**config.mk**
```make
export PLATFORM = sky130hd
export DESIGN_NAME = axi_lite_req_arbiter
export DESIGN_NICKNAME = d
export VERILOG_FILES = /design/src/rtl/axi_lite_req_arbiter.sv
export SDC_FILE = /design/constraint.sdc
export NUM_CORES = 1
export LEC_CHECK = 0
export ABC_AREA = 1
export BUFFER_PORTS_ARGS = -buffer_cell sky130_fd_sc_hd__buf_2
export CAP_MARGIN = 20
export CORE_AREA = 2 2 165 167
export CTS_CLUSTER_DIAMETER = 60
export DETAILED_ROUTE_END_ITERATION = 7
export DIE_AREA = 0 0 167 169
export PLACE_DENSITY_LB_ADDON = 0.2
export SYNTH_ARGS = -nofsm -noshare
export SYNTH_HDL_FRONTEND = slang
export SYNTH_SLANG_ARGS = --single-unit
```
**constraint.sdc**
```tcl
create_clock -name clk -period 3.2 [get_ports clk]
set_input_delay 0.16 -clock clk [delete_from_list [all_inputs] [get_ports clk]]
set_output_delay 0.16 -clock clk [all_outputs]
set_load 0.02 [all_outputs]
```
**src/rtl/axi_lite_req_arbiter.sv**
```systemverilog
// Round-robin arbiter that shares one axi_lite_master among N_REQ requesters.
// Latches the winner's request fields, runs the master's start/done handshake
// and returns read data with a one-cycle ack to the granted requester.
module axi_lite_req_arbiter #(
    parameter  int unsigned N_REQ = 4,
    parameter  int unsigned CNT_W = 16,
    localparam int unsigned ID_W  = $clog2(N_REQ),
    localparam int unsigned DW    = 32
) (
    input  logic                clk,
    input  logic                rstn,
    input  logic [N_REQ-1:0]    req,
    input  logic [N_REQ-1:0]    req_mode,
    input  logic [DW*N_REQ-1:0] req_addr,
    input  logic [DW*N_REQ-1:0] req_wdata,
    output logic [N_REQ-1:0]    ack,
    output logic [DW-1:0]       ack_rdata,
    output logic [ID_W-1:0]     grant_id,
    output logic                busy,
    output logic [CNT_W-1:0]    txn_count,
    output logic                m_start,
    output logic                m_mode,
    output logic [DW-1:0]       m_addr,
    output logic [DW-1:0]       m_wdata,
    input  logic [DW-1:0]       m_rdata,
    input  logic                m_done
);

    typedef enum logic [1:0] {
        S_IDLE  = 2'd0,
        S_ISSUE = 2'd1,
        S_WAIT  = 2'd2,
        S_RESP  = 2'd3
    } state_t;

    state_t             state_q, state_d;
    logic [ID_W-1:0]    rr_ptr_q, rr_ptr_d;
    logic [ID_W-1:0]    grant_id_q, grant_id_d;
    logic               m_start_q, m_start_d;
    logic               m_mode_q, m_mode_d;
    logic [DW-1:0]      m_addr_q, m_addr_d;
    logic [DW-1:0]      m_wdata_q, m_wdata_d;
    logic [N_REQ-1:0]   ack_q, ack_d;
    logic [DW-1:0]      ack_rdata_q, ack_rdata_d;
    logic [CNT_W-1:0]   txn_count_q, txn_count_d;
    logic               busy_q, busy_d;

    logic               win_valid;
    logic [ID_W-1:0]    win_idx;
    logic [ID_W-1:0]    cand;

    // Round-robin scan: first asserted req at rr_ptr, rr_ptr+1, ... (mod N_REQ).
    // Scanning from the far end lets the closest candidate overwrite the others.
    always_comb begin
        win_valid = 1'b0;
        win_idx   = '0;
        cand      = '0;
        for (int k = int'(N_REQ) - 1; k >= 0; k--) begin
            cand = ID_W'((int'(rr_ptr_q) + k) % int'(N_REQ));
            if (req[cand]) begin
                win_valid = 1'b1;
                win_idx   = cand;
            end
        end
    end

    // Next-state and registered-output computation for the grant sequencer.
    always_comb begin
        state_d     = state_q;
        rr_ptr_d    = rr_ptr_q;
        grant_id_d  = grant_id_q;
        m_start_d   = 1'b0;
        m_mode_d    = m_mode_q;
        m_addr_d    = m_addr_q;
        m_wdata_d   = m_wdata_q;
        ack_d       = '0;
        ack_rdata_d = ack_rdata_q;
        txn_count_d = txn_count_q;

        case (state_q)
            S_IDLE: begin
                if (win_valid) begin
                    state_d    = S_ISSUE;
                    grant_id_d = win_idx;
                    m_mode_d   = req_mode[win_idx];
                    m_addr_d   = req_addr[DW*win_idx +: DW];
                    m_wdata_d  = req_wdata[DW*win_idx +: DW];
                    m_start_d  = 1'b1;
                end
            end
            S_ISSUE: begin
                state_d = S_WAIT;
            end
            S_WAIT: begin
                if (m_done) begin
                    state_d     = S_RESP;
                    ack_rdata_d = m_rdata;
                    txn_count_d = txn_count_q + CNT_W'(1);
                    rr_ptr_d    = (grant_id_q == ID_W'(N_REQ - 1)) ? '0
                                                                   : grant_id_q + ID_W'(1);
                    ack_d       = N_REQ'(1) << grant_id_q;
                end
            end
            S_RESP: begin
                state_d = S_IDLE;
            end
            default: begin
                state_d = S_IDLE;
            end
        endcase

        busy_d = (state_d != S_IDLE);
    end

    // State and output registers with asynchronous active-low reset.
    always_ff @(posedge clk or negedge rstn) begin
        if (!rstn) begin
            state_q     <= S_IDLE;
            rr_ptr_q    <= '0;
            grant_id_q  <= '0;
            m_start_q   <= 1'b0;
            m_mode_q    <= 1'b0;
            m_addr_q    <= '0;
            m_wdata_q   <= '0;
            ack_q       <= '0;
            ack_rdata_q <= '0;
            txn_count_q <= '0;
            busy_q      <= 1'b0;
        end else begin
            state_q     <= state_d;
            rr_ptr_q    <= rr_ptr_d;
            grant_id_q  <= grant_id_d;
            m_start_q   <= m_start_d;
            m_mode_q    <= m_mode_d;
            m_addr_q    <= m_addr_d;
            m_wdata_q   <= m_wdata_d;
            ack_q       <= ack_d;
            ack_rdata_q <= ack_rdata_d;
            txn_count_q <= txn_count_d;
            busy_q      <= busy_d;
        end
    end

    assign ack       = ack_q;
    assign ack_rdata = ack_rdata_q;
    assign grant_id  = grant_id_q;
    assign busy      = busy_q;
    assign txn_count = txn_count_q;
    assign m_start   = m_start_q;
    assign m_mode    = m_mode_q;
    assign m_addr    = m_addr_q;
    assign m_wdata   = m_wdata_q;

endmodule
```
## After elaboration in Yosys (flattened, before gate mapping)

Cells that the tools add are included.

| word-level totals | value |
|---|---|
| output and inout bits | 121 |
| flip-flop bits (word level) | 125 |
| word-level logic and storage cells | 58 |
| bits of input ports | 299 |

| cells by class | value |
|---|---|
| add/sub/neg operators | 5 |
| reductions and logical operators | 4 |
| equality and inequality tests | 4 |
| order comparisons | 5 |
| shifts and indexed selects | 3 |
| mux-type cells | 26 |

Operators by type and width:

| cell | count |
|---|---|
| indexed part select 128 x 8 -> 32 bit | 2 |
| adder 16 x 1 -> 16 bit (second input constant) | 1 |
| less-than comparator 2 x 3 -> 1 bit (second input constant) | 5 |
| 2-to-1 mux 2 bit | 7 |
| 2-to-1 mux 1 bit | 11 |
| binary-select mux 1 bit (select 2 bit) | 5 |
| 2-to-1 mux 4 bit | 2 |
| one-hot mux 2 bit (4 select lines) | 1 |
| equality test 2 bit (second input constant) | 3 |
| adder 2 x 1 -> 2 bit (second input constant) | 2 |
| adder 2 bit (second input constant) | 2 |
| AND reduction 2 bit | 2 |
| left shift 1 x 2 -> 4 bit (first input constant) | 1 |
| equality test 2 x 1 -> 1 bit (second input constant) | 1 |
| logical NOT 2 bit | 1 |
| nonzero test 2 bit | 1 |

## Logic depth before layout (Yosys ltp)

Gate-level depths: netlist of run 1.

| depth | value |
|---|---|
| word-level depth | 10 |
| gate-level depth with buffers | 17 |
| mapped depth without buffers | 14 |

## Worst setup path after synthesis of run 1

Ideal clock, no wire load.

| timing | value |
|---|---|
| path type | register to register |
| start | register state_q[0] |
| end | register txn_count_q[14], in the netlist txn_count[14] |
| setup time | 0.119 ns |
| path slack | 1.392 ns |
| required time | 3.081 ns |
| clock period less this slack | 1.808 ns |
| data arrival time | 1.689 ns |
| buffers on the path | 0 |
| cell stages (with the launch flop) | 11 |
| cells stage by stage | dfrtp_1 -> inv_1 -> ha_1 -> nand2_1 -> nor2_1 -> nand2_1 -> nor3_2 -> nand4_1 -> nor2_1 -> xnor2_1 -> inv_1 |

| between the ends | value |
|---|---|
| longest elaborated chain between the ends | 2 |

RTL lines:

| item | line | text |
|---|---|---|
| start, declared | 36 | `state_t state_q, state_d;` |
| start signal, assigned | 130 | `state_q <= state_d;` |
| equality test 2 bit | 80 | `case (state_q)` |
| AND reduction 2 bit (no line) | -- |  |
| end signal, assigned | 139 | `txn_count_q <= txn_count_d;` |
| end, declared | 45 | `logic [CNT_W-1:0] txn_count_q, txn_count_d;` |

No other way between the ends.
A chain may end at the register's enable or synchronous reset.

## Final worst setup path of run 1

| timing | value |
|---|---|
| start | register rr_ptr_q[0] |
| end | register m_wdata_q[9], in the netlist m_wdata[9] |

| between the ends | value |
|---|---|
| longest elaborated chain between the ends | 8 |
| elaborated cells between the ends (all ways) | 21 |
| classes of those cells | 3 x add/sub; 1 x shift; 16 x mux; 1 x reduce/logical |

RTL lines:

| item | line | text |
|---|---|---|
| start, declared | 37 | `logic [ID_W-1:0] rr_ptr_q, rr_ptr_d;` |
| start signal, assigned | 131 | `rr_ptr_q <= rr_ptr_d;` |
| adder 2 bit | 59 | `cand = ID_W'((int'(rr_ptr_q) + k) % int'(N_REQ));` |
| binary-select mux 1 bit (select 2 bit) | 60 | `if (req[cand]) begin` |
| 2-to-1 mux 1 bit (implied by the code) | 60 |  |
| 2-to-1 mux 2 bit / 2-to-1 mux 1 bit (equally long branches) (4 in series) | 60 |  |
| indexed part select 128 x 8 -> 32 bit / AND reduction 2 bit (equally long branches) | -- |  |
| end signal, assigned | 136 | `m_wdata_q <= m_wdata_d;` |
| end, declared | 42 | `logic [DW-1:0] m_wdata_q, m_wdata_d;` |

Parallel ways exist; a longest one is shown, timed or not. The select of a mux whose other input is x is not followed.

==> summary.txt, run 1 <==
Rows - 60
Area after DPL - 9850 sq um
Post-DP HPWL - 20,300 um
Starting Density - 0.282
Largest stage delay on the critical path - 0.66 ns
Core area - 26,500 sq um
Final min period - 2.55 ns
Critical Path Slowest Stage Cell - buf_4
Setup WS pre-CTS - 0.611 ns
CTS Buf Count - 17
DRT Pass-1 Iters - 4
Crit path DAT - 2.90 ns
Total GRT Usage - 0.199
Clock Tree Buf Depth - 2
Final setup viols - 0
Yosys warns - 0
H-tree levels - 4
Delay-heaviest family, CP - simple AND/OR/NAND/NOR gates
Seq/Total Area, Yosys - 0.418
Wirelength per Cell - 15.1 um
Setup TNS - 0 ns
DRC errors left - 0
Synth-to-Final Area Change - 44.7%
CTS tree - done
Vias in the first global route - 8,483
Final instance area - 10,800 sq um
Post-Synthesis Cells - 1,087
Avg Inst Size Synth - 6.88 sq um
Setup CP Type - register to register
Setup Skew - 0.00741 ns
Final Hold Viols - 0
Leakage - 6.20 nW
Height of the die - 169 um
Layout Nets - 1,817
Die width - 167 um
Share of layout cells above drive strength 1 - 0.324
Clk sink count - 125
Synth Register Bits - 125
Met3 WL - 1990 um
Worst-margin pin slew - 0.896 ns
Mapped cell area - 7480 sq um
Largest net degree at the start of global routing - 116
RSZ-0062 raised after global routing - no
Run status - finished, final reports clean
Max-cap viol count - 0
Routed Antenna Nets - 0
Headroom to the max-slew limit - 0.403
Max layer used - met5
CP max FO - 82
CTS clk-pin slew, worst paths - 0.07 ns
VDD IR max - 993 uV
Crit path cell chain - inv_2 -> nand2_1 -> nand2_1 -> nand2_1 -> nand3_1 -> nand2_1 -> nand2_4 -> buf_4 -> nand3_1 -> nand3_1 -> nand3_1 -> nand2_1
Highest Clock Rate - 0.392 GHz
Max-slew violations - 0
Clock latency on the worst-skew pair - 0.42 ns
Critical path launch point type - register
Worst Path Required - 3.55 ns
Routed WL - 28,200 um
Setup crit end kind - register
Root buffer cell - clkbuf_16
First-pass GRT wire length - 44,600 um
Most used cell, CP - nand2_1
Via density - 4.50
Syn nets - 1,394
Power Density - 1130 nW/um^2
Unique masters post-synth - 32
IO Pins - 420
Met2 wire len - 13,800 um
Worst path buffer plus inverter count - 2
PostCTS Resize Cnt - 0
Final period utilization - 0.798
Final GP Congestion - 0.846
Number of port buffers - 419
Initial antenna violation count - 9
Hold Path Class - input port to register
Vias - 8,420
DR iter-0 viols - 424
Grt ovf - 0
Metal-1 WL - 11,700 um
Die area - 28,200 sq um
Worst setup margin - 0.646 ns
where the power goes:
group          internal, mW  leakage (nW)  switching, mW
Sequential             2.32          1.52          0.393
Clock                  1.20         0.303          0.862
Combinational          2.48          4.37           5.03
worst paths after layout:
check / startpoint / endpoint / slack (ns) / cells past startpoint
min in group asynchronous: rstn / m_wdata[21] / 0.40 / 2
worst max-delay path: rr_ptr_q[0] / m_wdata[9] / 0.65 / 12
max in group asynchronous: rstn / m_wdata[20] / 2.08 / 3
worst min-delay path: req_addr[13] / m_addr[13] / 0.06 / 5
worst min register to register: ack_rdata[15] / ack_rdata[15] / 0.47 / 2
worst max register to register: rr_ptr_q[0] / m_wdata[9] / 0.65 / 12
timing repair:
action | CTS | global route
setup buffers | 0 | 0
hold endpoints to repair | 118 | 0
endpoints found under the setup margin | 0 | 0
hold buffers | 33 | 0
stage by stage:
stage	std cells	power (mW)	utilization	hold slack [ns]
5_1_grt	1869	13.5	0.408	0.0669
3_3_place_gp	1799	10.3	0.372	0.316
4_1_cts	1864	12.5	0.408	0.0310
3_5_place_dp	1799	10.4	0.372	0.315
6_report	1872	12.3	0.408	0.0566
2_1_floorplan	1087	8.07	-	-0.136
per-layer routing:
layer	track usage	vias to the layer above
met5	0	-
met1	0.240	3815
met2	0.343	308
met3	0.0503	38
li1	-	4257
met4	0.0716	2
synthesized netlist by cell type:
library cell / number / area share
buf_2: 33 / 0.022
nand2_2: 3 / 0.0025
nor2_2: 1 / 0.00084
xnor2_1: 6 / 0.0070
nand2_4: 2 / 0.0030
a31oi_1: 3 / 0.0025
or2_0: 9 / 0.0075
nor3_1: 1 / 0.00067
nor3b_1: 1 / 0.0010
ha_1: 8 / 0.013
o22ai_1: 1 / 0.00084
nor3_2: 1 / 0.0013
inv_1: 89 / 0.045
nor2_1: 88 / 0.044
or2_2: 7 / 0.0059
a21boi_0: 1 / 0.0010
nand3_1: 234 / 0.16
a21oi_1: 2 / 0.0013
xor2_1: 7 / 0.0082
buf_4: 18 / 0.018
inv_2: 6 / 0.0030
nand3_2: 2 / 0.0027
clkbuf_1: 12 / 0.0060
buf_6: 3 / 0.0045
or2_1: 21 / 0.018
dfrtp_1: 125 / 0.42
buf_1: 1 / 0.00050
o21ai_0: 5 / 0.0033
nand4_1: 3 / 0.0025
nand2_1: 392 / 0.20
o21ai_1: 1 / 0.00067
nor2_4: 1 / 0.0015
cells by family after synthesis:
family	synth area share
AOI/OAI and AO/OA	0.00970
xor gates and xnor gates	0.0152
adders and majority gates	0.0134
buffers and inverters	0.0989
DFF	0.418
and+or+nand+nor	0.445
worst reg2reg max path, cell delays in order, from the launching register on:
cell     delay, ns
dfrtp_1       0.50
inv_2         0.16
nand2_1       0.08
nand2_1       0.08
nand2_1       0.07
nand3_1       0.17
nand2_1       0.12
nand2_4       0.08
buf_4         0.66
nand3_1       0.27
nand3_1       0.16
nand3_1       0.08
nand2_1       0.06
cell type report:
type / count / area (sq um)
Multi-Input combinational cell: 800 / 3630
Clock buffer: 17 / 425
Inverter: 95 / 357
Timing Repair Buffer: 471 / 2640
Fill cell: 2827 / 15700
Sequential cell: 125 / 3130
Tap cell: 341 / 427
Antenna cell: 8 / 20.0
Clock inverter: 15 / 195
cells in the final DEF (no fill, tap or decap), types with 4 or more instances in the layout:
| master | instances |
|---|---|
| clkbuf_16 | 17 |
| nand2_1 | 392 |
| or2_2 | 7 |
| or2_0 | 9 |
| ha_1 | 8 |
| xor2_1 | 7 |
| dlygate4sd3_1 | 33 |
| inv_1 | 89 |
| o21ai_0 | 5 |
| buf_12 | 5 |
| nand3_1 | 234 |
| buf_4 | 14 |
| inv_2 | 6 |
| dfrtp_1 | 125 |
| or2_1 | 21 |
| diode_2 | 8 |
| inv_8 | 6 |
| nor2_1 | 88 |
| xnor2_1 | 6 |
| buf_2 | 418 |
| inv_6 | 4 |
state kept, by name (all words and copies together), names as in the netlist:
signal	flops
m_mode	1
m_start	1
rr_ptr_q	2
ack	4
state_q	2
grant_id	2
ack_rdata	32
busy	1
txn_count	16
m_wdata	32
m_addr	32
Note: power is estimated with default switching activity, not from simulation.
==> inputs of run 2 (changes only) <==
==> constraint.sdc (replaced) <==
create_clock -name clk -period 2.06 [get_ports clk]
set_input_delay 0.103 -clock clk [delete_from_list [all_inputs] [get_ports clk]]
set_output_delay 0.103 -clock clk [all_outputs]
set_load 0.02 [all_outputs]
==> run 2 against run 1 <==
Net effect: flip-flop and latch count unchanged; via count is 7.8% higher; die area unchanged; non-clock buffer count is 90 higher; critical path depth up 1; global-route usage up 0.61 points; count of clock-buffer cells in the layout unchanged; critical endpoint is now m_wdata[5]; largest cell class is now buffers; largest power group unchanged.
==> summary.txt, run 2 (synthesis gave the netlist of run 1 again) <==
Run status - finished, final reports clean
Synth-to-Final Area Change - 62.2%
Final min period - 2.01 ns
CP max FO - 7
Fillers - 2,729
Setup CP Type - register to register
DRT Pass-1 Iters - 5
Most frequent cells in the layout - buf_2 (418), nand2_1 (385), nand3_1 (220), dfrtp_1 (123), inv_1 (87)
Power Density - 1850 nW/um^2
Most common cell after layout, fill and taps aside - buf_2
Routed WL - 33,100 um
Final setup viols - 0
Grt ovf - 0
Critical path launch point type - register
Height of the die - 169 um
Total GRT Usage - 0.205
Final GP Congestion - 0.805
Area after DPL - 10,000 sq um
Final Hold Viols - 0
Rows - 60
Wirelength per Cell - 16.9 um
Largest net degree at the start of global routing - 63
IO Pins - 420
Worst-margin pin slew - 0.519 ns
Highest Clock Rate - 0.497 GHz
Max-slew violations - 0
Layout Utilization - 0.458
Crit path DAT - 2.32 ns
Root buffer cell - clkbuf_16
Clock latency on the worst-skew pair - 0.42 ns
Hold Path Class - input port to register
CTS clk-pin slew, worst paths - 0.07 ns
Post-DP HPWL - 21,100 um
Setup TNS - 0 ns
Headroom to the max-slew limit - 0.654
Clock Tree Buf Depth - 2
Setup Skew - 0.0137 ns
Via density - 4.63
Setup crit end kind - register
Layout Nets - 1,907
DRC errors left - 0
Starting Density - 0.282
Total power - 22.5 mW
Die area - 28,200 sq um
CTS tree - done
Initial antenna violation count - 7
Die width - 167 um
First-pass GRT wire length - 45,400 um
VDD IR max - 980 uV
Share of layout cells above drive strength 1 - 0.355
RSZ-0062 raised after global routing - yes
DR iter-0 viols - 461
Leakage - 6.77 nW
H-tree levels - 4
CTS Buf Count - 17
Vias - 9,075
Routed Antenna Nets - 0
Final instance area - 12,100 sq um
Worst Path Required - 2.37 ns
Clk sink count - 125
Core area - 26,500 sq um
Max-cap viol count - 0
Number of port buffers - 419
Vias in the first global route - 8,490
Final period utilization - 0.976
run 2: per-layer routing:
metal | global-route usage | vias up | part of all wire
li1 | - | 4445 | -
met1 | 0.241 | 4230 | 0.41
met2 | 0.362 | 357 | 0.50
met3 | 0.0514 | 43 | 0.064
met4 | 0.0720 | 0 | 0.023
met5 | 0 | - | 0
run 2: where the power goes:
part           internal [mW]  switching (mW)
sequential              3.60           0.616
combinational           5.97            9.25
clock                   1.64            1.41
run 2: layout make-up:
class,count,area [sq um],share of cell area
Timing Repair Buffer,561,3840,0.316
Multi-Input combinational cell,800,3760,0.310
Sequential cell,125,3130,0.258
Tap cell,341,427,0.0352
Clock buffer,17,425,0.0351
Inverter,95,359,0.0296
Clock inverter,15,176,0.0145
Antenna cell,7,17.5,0.00144
run 2: what timing repair did:
| action | CTS | global route |
|---|---|---|
| buffers inserted | 0 | 16 |
| endpoints found under the setup margin | 7 | 68 |
| resized for setup | 3 | 53 |
| pin swaps | 0 | 15 |
| gates cloned | 1 | 17 |
| hold buffers | 78 | 0 |
| hold endpoints to repair | 112 | 0 |
run 2: metrics by stage:
stage	hold slack, ns	setup slack, ns	cells
3_5_place_dp	0.102	-0.00204	1812
5_1_grt	0.0217	-0.0748	1958
3_3_place_gp	0.0995	0.0220	1812
4_1_cts	0.000701	0.00237	1923
6_report	0.0115	0.0488	1961
2_1_floorplan	-0.193	0.252	1087
run 2: path summary, 6_finish.rpt:
path / startpoint / end / slack, ns / cells past startpoint
max in group asynchronous: rstn / ack_rdata[13] / 1.18 / 3
worst max-delay path: rr_ptr_q[0] / m_wdata[5] / 0.05 / 13
min in group asynchronous: rstn / m_wdata[21] / 0.20 / 2
worst min-delay path: req_addr[53] / m_addr[21] / 0.01 / 5
worst min register to register: m_wdata[29] / m_wdata[29] / 0.47 / 2
worst max register to register: rr_ptr_q[0] / m_wdata[5] / 0.05 / 13
run 2: worst max-delay path: stages (launching register included):
cell,delay (ns)
dfrtp_2,0.46
inv_2,0.11
nand2_2,0.09
nand3_2,0.12
nand2_1,0.08
nand3_2,0.10
nand2_2,0.08
nand2_4,0.12
nand2_8,0.08
buf_6,0.15
clkbuf_16,0.15
or2_1,0.21
nand3_2,0.08
nand3_1,0.07
==> inputs of run 3 (changes only) <==
--- a/config.mk
+++ b/config.mk
@@ -6,7 +6,7 @@
 export NUM_CORES = 1
 export LEC_CHECK = 0
 export ABC_AREA = 1
-export BUFFER_PORTS_ARGS = -buffer_cell sky130_fd_sc_hd__buf_2
+export BUFFER_PORTS_ARGS = -buffer_cell sky130_fd_sc_hd__clkbuf_2
 export CAP_MARGIN = 20
 export CORE_AREA = 2 2 165 167
 export CTS_CLUSTER_DIAMETER = 60
==> run 3 against run 2 <==
Net effect: the flow now finishes with violations (hold timing); flip-flop and latch count unchanged; cell area down 1.6%; worst setup slack worse by 0.037 ns; core utilization down 0.72 points; critical endpoint unchanged; largest power group unchanged; highest routed layer unchanged.
==> summary.txt, run 3 (synthesis gave the netlist of run 1 again) <==
Max-slew violations - 0
Total GRT Usage - 0.205
Synth-to-Final Area Change - 59.7%
Worst reg2reg path endpoint - m_wdata[5]
Area occupied by registers - 3130 sq um
Critical path launch point type - register
Final min period - 2.05 ns
CP startpoint - rr_ptr_q[0]
Clk sink count - 125
Setup WS pre-CTS - -0.0771 ns
Final GP Congestion - 0.871
Placed insts - 1,816
Hold_sp - req_wdata[22]
Root buffer cell - clkbuf_16
CTS Buf Count - 17
Final Hold Viols - 1
Starting Density - 0.282
Clock latency on the worst-skew pair - 0.42 ns
Reg2reg start - rr_ptr_q[0]
Clock Tree Buf Depth - 2
Leakage - 6.74 nW
Area after DPL - 10,100 sq um
Worst-margin pin slew - 0.556 ns
Run status - finished with violations
Routed WL - 30,100 um
First-pass GRT wire length - 45,700 um
Layout Nets - 1,903
Fin Hold WS - -0.00199 ns
Rows - 60
Vias in the first global route - 8,606
Vias - 8,798
Post-DP HPWL - 21,700 um
Post-Layout Cell Count - 1,952
Setup CP Type - register to register
DR iter-0 viols - 459
Worst Path Required - 2.37 ns
Most common cell after layout, fill and taps aside - clkbuf_2
Cells on worst reg2reg path - 12
Highest Clock Rate - 0.488 GHz
Final setup viols - 0
Die width - 167 um
Final instance area - 11,900 sq um
Number of port buffers - 419
H-tree levels - 4
Die area - 28,200 sq um
Crit path DAT - 2.36 ns
Final period utilization - 0.994
Wirelength per Cell - 15.4 um
Share of layout cells above drive strength 1 - 0.342
Power Density - 1770 nW/um^2
R2R Setup Slk - 0.01 ns
RSZ-0062 raised after global routing - yes
Routed Antenna Nets - 0
Setup Skew - 0.0200 ns
DRC errors left - 0
Setup crit end kind - register
Max-cap viol count - 0
Setup crit end - m_wdata[5]
Core area - 26,500 sq um
Hold Path Class - input port to register
Area of the multi-input gates - 3750 sq um
CTS tree - done
IO Pins - 420
Largest net degree at the start of global routing - 63
VDD IR max - 1130 uV
Failing checks - hold timing
Height of the die - 169 um
CTS clk-pin slew, worst paths - 0.07 ns
Via density - 4.51
Grt ovf - 0
CP max FO - 11
Headroom to the max-slew limit - 0.629
Most frequent cells in the layout - clkbuf_2 (418), nand2_1 (385), nand3_1 (225), dfrtp_1 (123), inv_1 (88)
Hold-critical path depth - 4
Total power - 21.1 mW
Fillers - 2,755
Worst setup margin - 0.0122 ns
Initial antenna violation count - 2
DRT Pass-1 Iters - 5
==> run 3: layout make-up <==
type	count	share of cell area
multi-input cells	800	0.314
diodes	2	0.000419
clock buffers	17	0.0356
inverters	95	0.0299
clock inverters	15	0.0165
flip-flops and latches	125	0.262
well taps	341	0.0357
repair buffers	557	0.306
==> run 3: metrics by stage <==
step | utilization | TNS [ns]
CTS | 0.438 | -0.000967
finish | 0.451 | 0
global placement | 0.380 | -0.0327
floorplan | - | 0
detailed placement | 0.380 | -0.0775
global route | 0.450 | -2.35
==> run 3: timing repair <==
| item | 4_1_cts | 5_1_grt |
|---|---|---|
| setup buffers | 0 | 11 |
| hold endpoints to repair | 112 | 0 |
| cloned | 1 | 3 |
| pin swaps | 0 | 12 |
| resized for setup | 3 | 42 |
| hold buffers | 87 | 0 |
| setup endpoints to repair | 3 | 68 |
==> run 3: power breakdown <==
part	switching [mW]	leakage [nW]	total, mW	internal [mW]
clock network	1.33	0.299	3.19	1.85
registers	0.643	1.52	4.25	3.60
logic	8.51	4.92	13.7	5.18
==> run 3: critical path, cell delays in order, from the launching register on <==
cell	delay, ns
dfrtp_2	0.44
buf_4	0.15
nand2_2	0.10
nand3_4	0.10
nand2_2	0.09
nand3_2	0.11
nand3_4	0.17
nand2_8	0.11
buf_6	0.15
clkbuf_16	0.16
or2_1	0.21
nand3_1	0.07
nand3_1	0.07
==> run 3: per-layer routing <==
layer	wire length (um)	global-route usage	vias up
met5	0	0	-
met4	458	0.0566	0
met3	2090	0.0542	32
met2	15200	0.361	291
met1	12400	0.247	4055
li1	-	-	4420
==> run 3: worst min path at each step <==
stage,endpoint,slack [ns]
floorplan,ack[0],-0.19
global placement,m_wdata[21],0.11
detailed placement,m_wdata[21],0.11
CTS,m_mode,0.0004
global route,m_wdata[11],0.02
finish,m_wdata[22],-0.002
